File: config.mk
export PLATFORM = sky130hd
export DESIGN_NAME = de_pipe_reg_flat
export DESIGN_NICKNAME = d
export VERILOG_FILES = /design/src/rtl/de_pipe_reg_if.sv /design/src/rtl/de_pipe_reg.sv /design/src/flat_wrapper.sv
export SDC_FILE = /design/constraint.sdc
export NUM_CORES = 1
export LEC_CHECK = 0
export ABC_AREA = 1
export CORE_AREA = 2 2 197 199
export CTS_CLUSTER_SIZE = 20
export DETAILED_ROUTE_END_ITERATION = 12
export DIE_AREA = 0 0 199 201
export SETUP_SLACK_MARGIN = 0.02
export SYNTH_ARGS = -nofsm -noshare
export SYNTH_HDL_FRONTEND = slang
export SYNTH_SLANG_ARGS = --single-unit
File: constraint.sdc
create_clock -name clk -period 1.9 [get_ports clk]
set_clock_uncertainty 0.05 [all_clocks]
set_input_delay 0.38 -clock clk [delete_from_list [all_inputs] [get_ports clk]]
set_output_delay 0.38 -clock clk [all_outputs]
set_load 0.1 [all_outputs]
File: src/rtl/de_pipe_reg_if.sv
// Decode-to-execute bundle: decode-stage fields in, registered execute-stage copies out.
interface de_pipe_reg_if #(
   parameter int W = 64
);
   logic [2:0]   d_stat;
   logic [3:0]   d_icode;
   logic [3:0]   d_ifun;
   logic [W-1:0] d_valA;
   logic [W-1:0] d_valB;
   logic [W-1:0] d_valC;
   logic [3:0]   d_dstE;
   logic [3:0]   d_dstM;
   logic [3:0]   d_srcA;
   logic [3:0]   d_srcB;

   logic [2:0]   E_stat;
   logic [3:0]   E_icode;
   logic [3:0]   E_ifun;
   logic [W-1:0] E_valA;
   logic [W-1:0] E_valB;
   logic [W-1:0] E_valC;
   logic [3:0]   E_dstE;
   logic [3:0]   E_dstM;
   logic [3:0]   E_srcA;
   logic [3:0]   E_srcB;
   logic         E_valid;

   modport master (
      output d_stat, d_icode, d_ifun, d_valA, d_valB, d_valC,
             d_dstE, d_dstM, d_srcA, d_srcB,
      input  E_stat, E_icode, E_ifun, E_valA, E_valB, E_valC,
             E_dstE, E_dstM, E_srcA, E_srcB, E_valid
   );

   modport slave (
      input  d_stat, d_icode, d_ifun, d_valA, d_valB, d_valC,
             d_dstE, d_dstM, d_srcA, d_srcB,
      output E_stat, E_icode, E_ifun, E_valA, E_valB, E_valC,
             E_dstE, E_dstM, E_srcA, E_srcB, E_valid
   );
endinterface

File: src/rtl/de_pipe_reg.sv
// Y86-64 decode-to-execute pipeline register with stall/bubble hazard control
// and saturating stall/bubble performance counters.
module de_pipe_reg #(
   parameter int W  = 64,
   parameter int CW = 32
) (
   input  logic          clk,
   input  logic          rst_n,
   input  logic          E_stall,
   input  logic          E_bubble,
   de_pipe_reg_if.slave  bus,
   output logic [CW-1:0] stall_cnt,
   output logic [CW-1:0] bubble_cnt
);

   typedef struct packed {
      logic [2:0]   stat;
      logic [3:0]   icode;
      logic [3:0]   ifun;
      logic [W-1:0] valA;
      logic [W-1:0] valB;
      logic [W-1:0] valC;
      logic [3:0]   dstE;
      logic [3:0]   dstM;
      logic [3:0]   srcA;
      logic [3:0]   srcB;
   } stage_t;

   // SAOK / INOP / zero operands / RNONE registers: the state after reset and every bubble
   localparam stage_t BUBBLE = {3'd1, 4'h1, 4'h0, {(3*W){1'b0}}, 16'hFFFF};

   stage_t        stage_d, stage_q;
   logic          valid_d, valid_q;
   logic [CW-1:0] stallCnt_d, stallCnt_q;
   logic [CW-1:0] bubbleCnt_d, bubbleCnt_q;

   always_comb begin
      stage_d     = stage_q;
      valid_d     = valid_q;
      stallCnt_d  = stallCnt_q;
      bubbleCnt_d = bubbleCnt_q;
      // Stall outranks bubble so a simultaneous request holds rather than flushes
      if (E_stall) begin
         if (stallCnt_q != {CW{1'b1}})
            stallCnt_d = stallCnt_q + CW'(1);
      end else if (E_bubble) begin
         stage_d = BUBBLE;
         valid_d = 1'b0;
         if (bubbleCnt_q != {CW{1'b1}})
            bubbleCnt_d = bubbleCnt_q + CW'(1);
      end else begin
         stage_d = {bus.d_stat, bus.d_icode, bus.d_ifun,
                    bus.d_valA, bus.d_valB, bus.d_valC,
                    bus.d_dstE, bus.d_dstM, bus.d_srcA, bus.d_srcB};
         valid_d = 1'b1;
      end
   end

   always_ff @(posedge clk or negedge rst_n) begin
      if (!rst_n) begin
         stage_q     <= BUBBLE;
         valid_q     <= 1'b0;
         stallCnt_q  <= '0;
         bubbleCnt_q <= '0;
      end else begin
         stage_q     <= stage_d;
         valid_q     <= valid_d;
         stallCnt_q  <= stallCnt_d;
         bubbleCnt_q <= bubbleCnt_d;
      end
   end

   assign bus.E_stat  = stage_q.stat;
   assign bus.E_icode = stage_q.icode;
   assign bus.E_ifun  = stage_q.ifun;
   assign bus.E_valA  = stage_q.valA;
   assign bus.E_valB  = stage_q.valB;
   assign bus.E_valC  = stage_q.valC;
   assign bus.E_dstE  = stage_q.dstE;
   assign bus.E_dstM  = stage_q.dstM;
   assign bus.E_srcA  = stage_q.srcA;
   assign bus.E_srcB  = stage_q.srcB;
   assign bus.E_valid = valid_q;
   assign stall_cnt   = stallCnt_q;
   assign bubble_cnt  = bubbleCnt_q;

endmodule

File: src/flat_wrapper.sv
// flat-port wrapper written by rule: the top's interface ports become plain ports
module de_pipe_reg_flat 
#(
   parameter int W  = 64,
   parameter int CW = 32
)
  (clk, rst_n, E_stall, E_bubble, stall_cnt, bubble_cnt, bus_d_stat, bus_d_icode, bus_d_ifun, bus_d_valA, bus_d_valB, bus_d_valC, bus_d_dstE, bus_d_dstM, bus_d_srcA, bus_d_srcB, bus_E_stat, bus_E_icode, bus_E_ifun, bus_E_valA, bus_E_valB, bus_E_valC, bus_E_dstE, bus_E_dstM, bus_E_srcA, bus_E_srcB, bus_E_valid);
  de_pipe_reg_if #(.W(W)) bus_i ();
  input  logic clk;
  input  logic rst_n;
  input  logic E_stall;
  input  logic E_bubble;
  output logic [CW-1:0] stall_cnt;
  output logic [CW-1:0] bubble_cnt;
  input wire logic [$bits(bus_i.d_stat)-1:0] bus_d_stat;
  input wire logic [$bits(bus_i.d_icode)-1:0] bus_d_icode;
  input wire logic [$bits(bus_i.d_ifun)-1:0] bus_d_ifun;
  input wire logic [$bits(bus_i.d_valA)-1:0] bus_d_valA;
  input wire logic [$bits(bus_i.d_valB)-1:0] bus_d_valB;
  input wire logic [$bits(bus_i.d_valC)-1:0] bus_d_valC;
  input wire logic [$bits(bus_i.d_dstE)-1:0] bus_d_dstE;
  input wire logic [$bits(bus_i.d_dstM)-1:0] bus_d_dstM;
  input wire logic [$bits(bus_i.d_srcA)-1:0] bus_d_srcA;
  input wire logic [$bits(bus_i.d_srcB)-1:0] bus_d_srcB;
  output wire logic [$bits(bus_i.E_stat)-1:0] bus_E_stat;
  output wire logic [$bits(bus_i.E_icode)-1:0] bus_E_icode;
  output wire logic [$bits(bus_i.E_ifun)-1:0] bus_E_ifun;
  output wire logic [$bits(bus_i.E_valA)-1:0] bus_E_valA;
  output wire logic [$bits(bus_i.E_valB)-1:0] bus_E_valB;
  output wire logic [$bits(bus_i.E_valC)-1:0] bus_E_valC;
  output wire logic [$bits(bus_i.E_dstE)-1:0] bus_E_dstE;
  output wire logic [$bits(bus_i.E_dstM)-1:0] bus_E_dstM;
  output wire logic [$bits(bus_i.E_srcA)-1:0] bus_E_srcA;
  output wire logic [$bits(bus_i.E_srcB)-1:0] bus_E_srcB;
  output wire logic [$bits(bus_i.E_valid)-1:0] bus_E_valid;
  assign bus_i.d_stat = bus_d_stat;
  assign bus_i.d_icode = bus_d_icode;
  assign bus_i.d_ifun = bus_d_ifun;
  assign bus_i.d_valA = bus_d_valA;
  assign bus_i.d_valB = bus_d_valB;
  assign bus_i.d_valC = bus_d_valC;
  assign bus_i.d_dstE = bus_d_dstE;
  assign bus_i.d_dstM = bus_d_dstM;
  assign bus_i.d_srcA = bus_d_srcA;
  assign bus_i.d_srcB = bus_d_srcB;
  assign bus_E_stat = bus_i.E_stat;
  assign bus_E_icode = bus_i.E_icode;
  assign bus_E_ifun = bus_i.E_ifun;
  assign bus_E_valA = bus_i.E_valA;
  assign bus_E_valB = bus_i.E_valB;
  assign bus_E_valC = bus_i.E_valC;
  assign bus_E_dstE = bus_i.E_dstE;
  assign bus_E_dstM = bus_i.E_dstM;
  assign bus_E_srcA = bus_i.E_srcA;
  assign bus_E_srcB = bus_i.E_srcB;
  assign bus_E_valid = bus_i.E_valid;
  de_pipe_reg #(.W(W), .CW(CW)) u_core (.clk(clk), .rst_n(rst_n), .E_stall(E_stall), .E_bubble(E_bubble), .bus(bus_i), .stall_cnt(stall_cnt), .bubble_cnt(bubble_cnt));
endmodule
# Word-level counts from Yosys, hierarchy flattened
# Index checks and enable logic that the tools add are counted.
word_totals:
  regBits: 284
  in_bits: 223
  out_inout_bits: 284
  elab_cells: 22
op_classes:
  n_addsub: 2
  n_eq_ne: 2
  muxes: 2
  bitwise_logic: 1
  reduce_logical: 2
ops:
  columns: ["op", "count"]
  rows:
  - ["$mux W219", 1]
  - ["$add A32 B1 Y32 const B", 2]
  - ["$ne A32 B32 Y1 const B", 2]
  - ["$reduce_and A3 Y1", 1]
  - ["$reduce_and A2 Y1", 1]
  - ["$mux W1", 1]
  - ["$not A1 Y1", 1]

# Depth between registers and ports, before layout
# Gate-level depths: netlist (run 1).
logic_depth:
  ltp_word: 2
  depth_mapped: 11
  depth_no_buf: 10

# Worst setup path after synthesis (run 1)
# Ideal clock, no wire load.
synth_timing:
  path_kind: "reg2reg"
  start: "register u_core.stallCnt_q[0], in the netlist u_core.stall_cnt[0]"
  end: "register u_core.stallCnt_q[30], in the netlist u_core.stall_cnt[30]"
  setup_ns: 0.120
  arrival_ns: 2.256
  required_time_ns: 1.730
  path_slack_ns: -0.526
  path_stages_with_launch: 12
  n_path_buf: 1
  period_less_slack_ns: 2.426
  cell_sequence: "dfrtp_1 > ha_1 > inv_2 > nor2_4 > nand2_2 > nor2_4 > nand2_2 > nand2_4 > inv_4 > buf_6 > nand2_1 > nand2_1"
synth_via:
  elab_chain_len: 2
  word_cells_on_any_way: 3
  classes_between: "add/sub: 1; eq/ne: 1; reduce/logical: 1"
synth_lines:
  columns: ["item", "line_no", "text"]
  rows:
  - ["start, declared", "de_pipe_reg.sv:34", "logic [CW-1:0] stallCnt_d, stallCnt_q;"]
  - ["start signal, assigned", "de_pipe_reg.sv:68", "stallCnt_q <= stallCnt_d;"]
  - ["branches (longest 2 deep; another with $add A32 B1 Y32)", null, null]
# Several ways; the timed one is not identified.
# A chain may end at the register's enable or synchronous reset.

# Worst setup path after layout (run 1)
layout_timing:
  start: "register u_core.bubbleCnt_q[1], in the netlist u_core.bubble_cnt[1]"
  end: "register u_core.bubbleCnt_q[9], in the netlist u_core.bubble_cnt[9]"
layout_via:
  elab_chain_len: 2
  word_cells_on_any_way: 3
  classes_between: "add/sub: 1; eq/ne: 1; reduce/logical: 1"
layout_lines:
  columns: ["item", "line_no", "text"]
  rows:
  - ["start, declared", "de_pipe_reg.sv:35", "logic [CW-1:0] bubbleCnt_d, bubbleCnt_q;"]
  - ["start signal, assigned", "de_pipe_reg.sv:69", "bubbleCnt_q <= bubbleCnt_d;"]
  - ["branches (longest 2 deep; another with $add A32 B1 Y32)", null, null]
# Several ways; the timed one is not identified.

==> impl_metrics.json, run 1 <==
{
  "status": "finished, final reports clean",
  "h-tree-depth": 2,
  "setup_tns_ns": 0,
  "power_density_nw_per_um2": 926.0,
  "io_pins": 507,
  "synth-seq-cells": 284,
  "final-setup-viol-count": 0,
  "seq_area_frac_synth": 0.5935,
  "power.switching_w": 0.007576,
  "ir_worst_vdd_v": 0.0005829,
  "synth_xor_area_frac": 0.01823,
  "met2_usage": 0.3869,
  "layout-drive-gt1-share": 0.2758,
  "slew_viol_final": 0,
  "synth_edf_count": 0,
  "min_period_ns": 1.795,
  "path_max_fanout": 11,
  "core_region_area_um2": 38110,
  "port_buffers": 506,
  "clock_path_buffers": 3,
  "synth-simple-area-share": 0.1795,
  "die_area_um2": 40000,
  "wirelength_um": 44360,
  "synth-async-reset-ratio": 1.000,
  "antenna_found_initial": 5,
  "clock_latency_ns": 0.53,
  "grt_usage": 0.2241,
  "nets": 1948,
  "fillers": 3142,
  "crit_required_ns": 2.27,
  "switching_share": 0.3707,
  "post-route-period-util": 0.9449,
  "yosysWarnings": 0,
  "cts_root_buffer": "clkbuf_16",
  "grt_use_met3": 0.06687,
  "syn-cell-area_um2": 12010,
  "grt_first_pass_wirelength_um": 68650,
  "drt_iter0_drc": 635,
  "synthesis.instances": 1194,
  "drcViolationCount": 0,
  "grt.overflow.total": 0,
  "synth_cell_type_count": 26,
  "grt_max_degree": 105,
  "startpoint_type": "register",
  "viasPerCell": 4.801,
  "yosys_most_used_dff": "dfrtp_1",
  "seq_power_share": 0.351,
  "clk_pin_slew_worst_paths_ns": 0.06,
  "p_int_w": 0.01286,
  "core.rowCount": 72,
  "hp-class": "input pin to asynchronous set/reset pin",
  "combPwrFrac": 0.339,
  "syn2layout_area_growth_pct": 83.75,
  "cts_made_buffers": 34,
  "p_leak_nw": 9.728,
  "grt_use_met1": 0.2654,
  "hold_viol": 0,
  "slew_headroom": 0.6485,
  "firstDrtPassIters": 7,
  "stdcell_area_um2": 22070,
  "syn_nets": 1419,
  "synth_compound_area_frac": 0.1643,
  "gr-max-usage-layer": "met2",
  "clock_power_share": 0.311,
  "cts_tree": "done",
  "grt_pass1_vias": 11510,
  "worstPathArrival_ns": 2.17,
  "clock.fmax_ghz": 0.5570,
  "die_h_um": 201,
  "die_w_um": 199,
  "start_util": 0.3152,
  "synth_top_family_by_area": "simple AND/OR/NAND/NOR gates",
  "synthMuxAreaShare": 0,
  "worstSetupEndpointType": "register",
  "layout.cells.non_filler": 2267,
  "dpl.cell_count": 2203,
  "dpl_cell_area_um2": 20960,
  "drv_cap": 0,
  "num_vias": 10880,
  "hpwlAfterDp_um": 33700,
  "critPathKind": "register to register",
  "clock_sinks": 284,
  "worstMarginPinSlew_ns": 0.5273,
  "wl_per_cell_um": 19.57,
  "syn_area_per_cell_um2": 10.06,
  "finalWeightedCongestion": 0.9269,
  "synthAdderAreaFrac": 0.002083,
  "drt.antenna.violating_nets": 0
}
## routing by layer
layer | routed length [um] | vias up
met5 | 0 | -
li1 | - | 5094
met3 | 3497 | 62
met4 | 1059 | 0
met2 | 22550 | 415
met1 | 17250 | 5312
## per-stage QoR
step	worst slack (ns)	hold slack (ns)	utilization	total power, W
floorplan	0.02138	0.03441	-	0.01098
global placement	0.06293	0.2739	0.5500	0.01416
detailed placement	0.02378	0.2768	0.5500	0.01420
CTS	0.07826	0.2907	0.5782	0.02064
global route	-0.001790	0.3137	0.5792	0.02113
finish	0.1047	0.2912	0.5792	0.02044
## power by group through the flow
stage               registers [W]  logic, W  clock network [W]
floorplan                  0.0103  0.000720                  0
global placement          0.00725   0.00690                  0
detailed placement        0.00726   0.00694                  0
CTS                       0.00717   0.00696            0.00651
global route              0.00724   0.00713            0.00676
finish                    0.00717   0.00692            0.00635
## sequential cells by signal (all words and copies together), names as in the netlist
name                count
u_core.bus.E_srcA       4
u_core.bus.E_valC      64
u_core.bubble_cnt      32
u_core.bus.E_valid      1
u_core.bus.E_srcB       4
u_core.bus.E_stat       3
u_core.bus.E_ifun       4
u_core.bus.E_valB      64
u_core.bus.E_dstE       4
u_core.bus.E_dstM       4
u_core.stall_cnt       32
u_core.bus.E_valA      64
u_core.bus.E_icode      4
## final cells by class
class                   instances  area, um2  share of cell area
repair buffers                551       8496              0.3849
flip-flops and latches        284       7219              0.3271
multi-input cells             796       4415              0.2001
clock buffers                  54       1027             0.04654
well taps                     518      648.1             0.02937
inverters                      56      215.2            0.009751
clock inverters                 3      37.54            0.001701
diodes                          5      12.51           0.0005669
## repair_timing
item                                    4_1_cts  5_1_grt
gates resized for setup                       0        5
hold buffers                                  1        0
hold endpoints to repair                     31        0
endpoints found under the setup margin        0       34
buffers inserted                              0        1
## worst paths after layout
kind / to / start / depth (start not counted) / slack (ns)
max: u_core.bubble_cnt[9] / u_core.bubble_cnt[1] / 11 / 0.10
min: u_core.bubble_cnt[9] / rst_n / 2 / 0.29
max reg2reg: u_core.bubble_cnt[9] / u_core.bubble_cnt[1] / 11 / 0.10
min reg2reg: u_core.bus.E_valid / u_core.bus.E_valid / 2 / 0.50
max in group asynchronous: u_core.bus.E_valC[21] / rst_n / 3 / 0.71
min in group clk: u_core.bus.E_valA[2] / E_stall / 4 / 0.35
## synthesized netlist by cell type, types with 3 or more instances
master    count  share of area
nand2_1     381           0.12
a22o_1      201           0.15
nor2_4        3         0.0028
nand3b_1      7         0.0044
nand3_1      27          0.011
buf_2        21         0.0087
xnor2_1       9         0.0066
inv_1        52          0.016
clkbuf_1     27         0.0084
xor2_1       16          0.012
nor2_2        4         0.0021
dfstp_2      18          0.039
buf_4         6         0.0037
nor2_1      102          0.032
buf_6         4         0.0037
nand4_1       6         0.0031
nand2_2       6         0.0031
o22a_1       18          0.013
o21ai_0      10         0.0042
inv_2         3        0.00094
dfrtp_1     266           0.55
## cells in the final DEF, fill, tap and decap left out, types with 7 or more instances in the layout
| cell type | instances |
|---|---|
| xnor2_1 | 9 |
| clkbuf_16 | 35 |
| dfrtp_2 | 60 |
| nand3b_1 | 7 |
| clkbuf_1 | 11 |
| o22a_1 | 18 |
| clkdlybuf4s50_1 | 220 |
| buf_4 | 24 |
| buf_12 | 303 |
| nand2_1 | 381 |
| o21ai_0 | 10 |
| dfstp_2 | 18 |
| nor2_1 | 99 |
| dfrtp_1 | 202 |
| clkbuf_8 | 8 |
| nand3_1 | 27 |
| inv_1 | 52 |
| xor2_1 | 16 |
| a22o_1 | 201 |
## kinds of logic after synthesis
logic type / Yosys count
buf+inv: 114
xor+xnor: 25
simple gates: 539
compound gates: 230
fa+ha+maj: 2
flops: 284
## critical path, stage by stage (launching register included)
cell and delay, ns:
dfrtp_4 0.46, ha_4 0.15, inv_1 0.07, nor2_4 0.14, nand2_2 0.09, nor2_2 0.16, nand2_1 0.11, nand2_4 0.10
inv_2 0.06, buf_4 0.17, nand2_1 0.07, nand2_1 0.05
Power figures use the tool's default switching activity.
==> run 2, diff against run 1 <==
--- a/config.mk
+++ b/config.mk
@@ -6,10 +6,11 @@
 export NUM_CORES = 1
 export LEC_CHECK = 0
 export ABC_AREA = 1
-export CORE_AREA = 2 2 197 199
+export CORE_AREA = 2 2 195 197
 export CTS_CLUSTER_SIZE = 20
 export DETAILED_ROUTE_END_ITERATION = 12
-export DIE_AREA = 0 0 199 201
+export DIE_AREA = 0 0 197 199
+export PLACE_DENSITY = 0.66
 export SETUP_SLACK_MARGIN = 0.02
 export SYNTH_ARGS = -nofsm -noshare
 export SYNTH_HDL_FRONTEND = slang
==> constraint.sdc (replaced) <==
create_clock -name clk -period 1.5 [get_ports clk]
set_clock_uncertainty 0.05 [all_clocks]
set_input_delay 0.3 -clock clk [delete_from_list [all_inputs] [get_ports clk]]
set_output_delay 0.3 -clock clk [all_outputs]
set_load 0.1 [all_outputs]
==> run 2 against run 1 <==
Combinational power is 46% higher. Die area is 2.0% lower. Global-route usage is 3.6 points higher. Flip-flop and latch count stayed put. Largest power group is now combinational cells. Utilization is 11 points higher. Design area is 16% higher. Critical endpoint is now u_core.bubble_cnt[27]. Total power is 36% higher. First-iteration DRC count is 17% higher. Clock power is 36% higher. Sequential power is 26% higher. The run now ends with setup timing left. Routed wire length is 19% higher. Cell count is 12% higher.
==> impl_metrics.json, run 2 (synthesis gave the netlist of run 1 again) <==
{
  "power_density_nw_per_um2": 1084,
  "critPathKind": "register to register",
  "dpl.cell_count": 2282,
  "layout_common_cells": "buf_12 (311), nand2_1 (290), buf_4 (252)",
  "die_w_um": 197,
  "power_w": 0.02779,
  "core_region_area_um2": 37130,
  "slew_viol_final": 0,
  "grt_max_degree": 98,
  "layout-drive-gt1-share": 0.4563,
  "die_h_um": 199,
  "cts_tree": "done",
  "path_max_fanout": 4,
  "hpwlAfterDp_um": 36190,
  "drt.antenna.violating_nets": 0,
  "clk_pin_slew_worst_paths_ns": 0.06,
  "grt_first_pass_wirelength_um": 78010,
  "nets": 2269,
  "fillers": 2442,
  "viasPerCell": 5.006,
  "slew_headroom": 0.6565,
  "layout.cells.non_filler": 2548,
  "p_leak_nw": 11.82,
  "worstPathArrival_ns": 2.18,
  "clock_latency_ns": 0.54,
  "drcViolationCount": 0,
  "startpoint_type": "register",
  "start_util": 0.3235,
  "ff2ff_setup_slack_ns": -0.31,
  "clock.fmax_ghz": 0.5527,
  "die_area_um2": 39200,
  "post-route-period-util": 1.206,
  "core.rowCount": 71,
  "drv_cap": 0,
  "drt_iter0_drc": 742,
  "status": "finished with violations",
  "final-setup-viol-count": 153,
  "violations": "setup timing",
  "firstDrtPassIters": 7,
  "worstMarginPinSlew_ns": 0.5153,
  "h-tree-depth": 2,
  "grt_pass1_vias": 13430,
  "crit_required_ns": 1.87,
  "ir_worst_vdd_v": 0.0007673,
  "min_period_ns": 1.809,
  "grt.overflow.total": 0,
  "rsz0062_at_grt": "true",
  "antenna_found_initial": 6,
  "port_buffers": 506,
  "clock_sinks": 284,
  "worst_slack_ns": -0.3092,
  "layout_commonest_cell": "buf_12",
  "grt_usage": 0.2602,
  "hp-class": "input pin to asynchronous set/reset pin",
  "cts_made_buffers": 34,
  "wirelength_um": 52940,
  "num_vias": 12760,
  "io_pins": 507,
  "final_util": 0.6904,
  "syn2layout_area_growth_pct": 113.4,
  "fin_hold_ws_ns": 0.2599,
  "hold_viol": 0,
  "wl_per_cell_um": 20.78,
  "worstSetupEndpointType": "register",
  "clock_path_buffers": 3,
  "cts_root_buffer": "clkbuf_16",
  "finalWeightedCongestion": 0.9380
}
## run 2: worst paths after layout
check,start,to,cells after the start
max,u_core.bubble_cnt[13],u_core.bubble_cnt[27],10
min,rst_n,u_core.stall_cnt[29],2
max reg2reg,u_core.bubble_cnt[13],u_core.bubble_cnt[27],10
min reg2reg,u_core.bus.E_valB[31],u_core.bus.E_valB[31],1
max in group asynchronous,rst_n,u_core.bus.E_valC[7],3
min in group clk,bus_d_dstM[1],u_core.bus.E_dstM[1],2
## run 2: cell type report
cell class | count | area [um2] | share of cell area
multi-input cells | 796 | 4960 | 0.1935
inverters | 56 | 239.0 | 0.009322
clock buffers | 55 | 1021 | 0.03982
well taps | 474 | 593.1 | 0.02313
flip-flops and latches | 284 | 7281 | 0.2840
clock inverters | 6 | 133.9 | 0.005222
repair buffers | 872 | 11400 | 0.4446
diodes | 5 | 12.51 | 0.0004880
## run 2: what timing repair did
item                                   in CTS  in global routing
buffers inserted                          139                 60
setup endpoints to repair                 348                348
gates resized for setup                   160                123
hold buffers                                1                  0
pin swaps                                  40                 30
endpoints found under the hold margin     148                  0
gates cloned                                6                  0
## run 2: report_power, final
group / switching [W] / internal (W) / leakage, nW
clock network: 0.00331 / 0.00534 / 0.562
registers: 0.000688 / 0.00833 / 3.59
logic: 0.00596 / 0.00416 / 7.67
total: 0.00996 / 0.0178 / 11.8
## run 2: stage by stage
step / setup WS (ns) / instance area [um2] / setup TNS [ns]
floorplan: -0.3275 / 12210 / -17.49
global placement: -0.1653 / 21940 / -36.97
detailed placement: -0.1832 / 21940 / -38.99
CTS: -0.2919 / 24890 / -23.37
global route: -0.4003 / 25640 / -32.57
finish: -0.3092 / 25640 / -20.53
## run 2: metal layers
metal,global-route usage,routed length (um)
met1,0.2835,18290
met3,0.08477,4439
met5,0,0
met2,0.4668,27890
met4,0.1055,2325
## run 2: critical path: stages (launching register included)
cell and delay, ns:
dfrtp_4 0.43, buf_4 0.13, nand2_1 0.11, nor2_1 0.24, nand2_2 0.15, inv_1 0.12, nand2_1 0.07, nor2_1 0.16
nand2_1 0.09, nand2_1 0.10, nand2_1 0.05
==> RTL edit 1, RTL diff (flow settings as in run 1) <==
`W` is set to 64 in 3 places; all go to 32.
--- a/src/rtl/de_pipe_reg_if.sv
+++ b/src/rtl/de_pipe_reg_if.sv
@@ -2,3 +2,3 @@
 interface de_pipe_reg_if #(
-   parameter int W = 64
+   parameter int W = 32
 );
--- a/src/rtl/de_pipe_reg.sv
+++ b/src/rtl/de_pipe_reg.sv
@@ -3,3 +3,3 @@
 module de_pipe_reg #(
-   parameter int W  = 64,
+   parameter int W  = 32,
    parameter int CW = 32
--- a/src/flat_wrapper.sv
+++ b/src/flat_wrapper.sv
@@ -3,3 +3,3 @@
 #(
-   parameter int W  = 64,
+   parameter int W  = 32,
    parameter int CW = 32
Ports: changed (6 resized); port bits go from 507 to 315. The function was not compared with the original's and may differ.
==> RTL edit 1 against run 1 <==
  * Sequential power fell by 33%
  * Final cell count decreased by 19%
  * Hold slack improved by 130 ps
  * Die area unchanged
  * Sequential cell count decreased by 96
  * Routed wire length shrank 33%
  * Combinational power shrank 35%
  * Setup slack better by 9.5 ps
  * Critical endpoint is now u_core.bubble_cnt[12]
  * Count of clock-buffer cells in the layout decreased by 31
  * Synthesized cell count fell by 18%
  * Cell area shrank 31%
  * Highest routed layer unchanged
  * Power shrank 37%
  * Area after synthesis down 28%
  * Largest power group unchanged
==> RTL edit 1: results (changes against run 1) <==
Clock network
The maximum clock path buffer count is 2 (-1). The number of CTS-inserted buffers is 17 (-50%). The insertion delay of the later-clocked pin in the worst-skew pair is 450 ps (-80 ps).

The H-tree level count is 4 (+2).

Power
The combinational power share is 0.347 (+0.008). The relative contribution of the clock network to total power is 0.283 (-0.028). The worst supply voltage drop on vdd is 0.000606 V (+3.9%). The switching part of the total power came to 0.382 (+0.0118).

The standby leakage power is 6.57 nW (-32%).

Global route
The initial antenna violation count was 0 (-5). The largest net degree at the start of global routing is 72 (-31%). The first-pass GRT wire length is 47800 µm (-30%). The total track usage is 0.154 (-0.0701).

Setup path
The largest fanout on the critical path came to 13 (+2). In this run the worst setup path terminates at u_core.bubble_cnt[12]. The most critical setup path has its startpoint at u_core.bubble_cnt[0].

The data arrival time of the worst path is 2060 ps (-110 ps).

Route
The per-cell routed wire length is 16.2 µm (-17%). The number of vias per cell is 4.37 (-8.9%). The first-pass iteration count of the detailed router came to 5 (-2).

Logic synthesis
The post-synthesis cell type count is 27 (+3.8%). The number of nets in the synthesized netlist came to 1109 (-22%). By area the synthesized netlist is led by dfrtp_1, nand2_1, a22o_1.

The sequential fraction of the synthesis area is 0.545 (-0.0481).

Placed design
The HPWL after detailed placement came to 23100 µm (-31%). The number of port buffers is 314 (-38%). The final weighted congestion of routability-driven global placement came to 0.871 (-6.0%).

The worst-case setup slack after placement was 20.7 ps (-3.03 ps).

STA
The time the final worst path needs with I/O delays and setup is 1790 ps (-9.53 ps). The max-slew headroom at the worst pin came to 0.672 (+0.0231).

Outcome
The flow ran to the end, and the final reports show no timing, DRC or antenna violations.

Final layout
The final layout net count is 1440 (-26%).
==> RTL edit 1: changes by cell type after synthesis, sizes merged <==
| cell | run 1 | this run |
|---|---|---|
| dfrtp | 266 | 170 |
| a22o | 201 | 105 |
| buf | 31 | 20 |
| clkbuf | 27 | 16 |
==> RTL edit 1: worst min path at each step <==
| stage | start | to | slack (ps) | cells past startpoint |
|---|---|---|---|---|
| detailed placement | rst_n | u_core.bus.E_valC[25] | 340 | 1 |
| floorplan | rst_n | u_core.bubble_cnt[10] | 30 | 0 |
| global route | bus_d_srcA[3] | u_core.bus.E_srcA[3] | 440 | 2 |
| global placement | rst_n | u_core.bus.E_valC[27] | 340 | 1 |
| finish | rst_n | u_core.bus.E_valC[27] | 420 | 2 |
| CTS | rst_n | u_core.bus.E_valC[27] | 420 | 2 |
==> RTL edit 1: per-stage QoR <==
stage / utilization / hold slack (ps) / power [W] / std cells / instance area [µm²]
final: 0.400 / 421 / 0.0129 / 1842 / 15200
after global routing: 0.400 / 437 / 0.0134 / 1842 / 15200
after CTS: 0.399 / 419 / 0.0130 / 1841 / 15200
after detailed placement: 0.384 / 344 / 0.00935 / 1808 / 14600
after global placement: 0.384 / 341 / 0.00932 / 1808 / 14600
after floorplan: - / 34.4 / 0.00729 / 980 / 8780
==> RTL edit 1: layer usage <==
layer | track usage | up-vias | wire, µm
met5 | 0 | - | 0
met4 | 0.0418 | 0 | 397
met3 | 0.0689 | 18 | 2950
met2 | 0.251 | 291 | 14300
met1 | 0.183 | 3889 | 12200
li1 | - | 3859 | -
==> RTL edit 1: kinds of logic (layout without fill, tap and decap cells) <==
| logic type | after synthesis | in the layout | synth area share |
|---|---|---|---|
| buffers and inverters | 92 | 436 | 0.0472 |
| DFF | 188 | 188 | 0.545 |
| xor gates and xnor gates | 25 | 25 | 0.0253 |
| AOI/OAI and AO/OA | 134 | 134 | 0.131 |
| and+or+nand+nor | 539 | 539 | 0.248 |
| adders and majority gates | 2 | 2 | 0.00289 |
==> RTL edit 1: worst register-to-register path: cells and delay by family, from the launching register on <==
kind | cells | cell delay (ps)
simple gates | 7 | 740
flops | 1 | 430
buf+inv | 3 | 300
fa+ha+maj | 1 | 150
==> RTL edit 1: timing repair <==
action / 4_1_cts / 5_1_grt
gates resized for setup: 0 / 6
setup endpoints to repair: 0 / 44
endpoints found under the hold margin: 41 / 0
setup buffers: 0 / 1
hold buffers: 1 / 0
==> RTL edit 1: layout make-up <==
class / count / area (µm²)
repair buffers: 348 / 5400
multi-input cells: 700 / 3570
fillers: 3704 / 22900
well taps: 518 / 648
clock buffers: 23 / 478
inverters: 56 / 213
clock inverters: 9 / 104
flip-flops and latches: 188 / 4820
==> RTL edit 2, RTL diff (flow settings as in run 1) <==
Without the edit above. Put one more register stage on the output `bubble_cnt`, cleared by the reset. The value now appears one clock later. The other outputs are not delayed to match.
--- a/src/rtl/de_pipe_reg.sv
+++ b/src/rtl/de_pipe_reg.sv
@@ -84,3 +84,9 @@
    assign stall_cnt   = stallCnt_q;
-   assign bubble_cnt  = bubbleCnt_q;
+   always_ff @(posedge clk or negedge rst_n) begin
+      if (!rst_n) begin
+         bubble_cnt <= '0;
+      end else begin
+         bubble_cnt <= bubbleCnt_q;
+      end
+   end
 
Behaviour: not the same (a bounded check fails within 4 cycles, from zero or initial values and one cycle with rst_n low).
==> RTL edit 2 against run 1 <==
  * Setup slack worse by 5.8 ps
  * Largest cell class unchanged
  * Cell area grew 3.7%
  * Sequential cell count up 32
  * Area after synthesis grew 5.7%
  * Routed wire length increased by 9.9%
  * Global-route usage up 2.0 points
  * Power rose by 7.6%
==> RTL edit 2: results (changes against run 1) <==
Final layout
The proportion of cell area occupied by registers came to 0.349 (+0.0214). The count of multi-input combinational gates came to 756 (-5.0%). The count of plain and timing-repair buffers is 557 (+1.1%). The clock buffer and inverter area fraction after layout came to 0.0534 (+0.00518). The final layout net count is 1946 (-0.10%). The relative area of non-clock buffer cells in the final design is 0.372 (-0.0131).

Setup path
The startpoint of the worst-slack reg-to-reg timing path is u_core.bubbleCnt_q[1]. The endpoint of the worst setup timing path is stall_cnt[0]. The endpoint of the worst-slack reg-to-reg timing path is u_core.bubbleCnt_q[30].

Logic synthesis
The sequential fraction of the synthesis area is 0.625 (+0.0313). In the post-synthesis netlist, the biggest area contributors are dfrtp_1, a22o_1, nand2_1. The post-synthesis cell type count is 30 (+15%). The number of nets in the synthesized netlist is 1408 (-0.78%). After synthesis, the most frequently instantiated cells are nand2_1, dfrtp_1, a22o_1, nor2_1, inv_1.

Route
The number of DRC markers in iteration 0 is 828 (+30%). The total vias in the final route came to 11200 (+3.0%). The per-cell routed wire length is 21.5 µm (+9.7%). The number of vias per cell is 4.94 (+2.8%).

Clock network
The number of CTS-inserted buffers is 36 (+5.9%).

Placed design
The HPWL after detailed placement is 37100 µm (+10%). The worst-case setup slack after placement is -93.9 ps (-118 ps).

Power
The worst supply voltage drop on vdd is 0.000554 V (-4.9%).

Global route
The largest net degree at the start of global routing is 103 (-1.9%). The first-pass GRT wire length is 72900 µm (+6.3%).

Outcome
The run finished with clean final reports.

STA
The measured slew at the worst slew-check pin is 488 ps (-39.5 ps).
-- RTL edit 2: cell families (layout without fill, tap and decap cells) --
family	Yosys count	in the layout	synth area share
other	0	5	0
AND/OR/NAND/NOR	502	502	0.162
XOR/XNOR	22	22	0.0152
AO/OA/AOI/OAI	230	230	0.156
adder cells (fa/ha/maj)	2	2	0.00197
buffers and inverters	111	676	0.0400
flip-flops	316	316	0.625
-- RTL edit 2: power breakdown --
group	internal (W)	switching (W)	leakage, nW	total [W]
combinational	0.00259	0.00432	5.49	0.00692
sequential	0.00725	0.000628	4.09	0.00788
clock	0.00435	0.00285	0.606	0.00720
total	0.0142	0.00780	10.2	0.0220
-- RTL edit 2: layer usage --
metal / part of all wire / wire length (µm) / GRT usage
met1: 0.39 / 18900 / 0.300
met2: 0.49 / 23900 / 0.403
met3: 0.085 / 4130 / 0.0699
met4: 0.036 / 1780 / 0.0986
met5: 0.00098 / 48 / 0
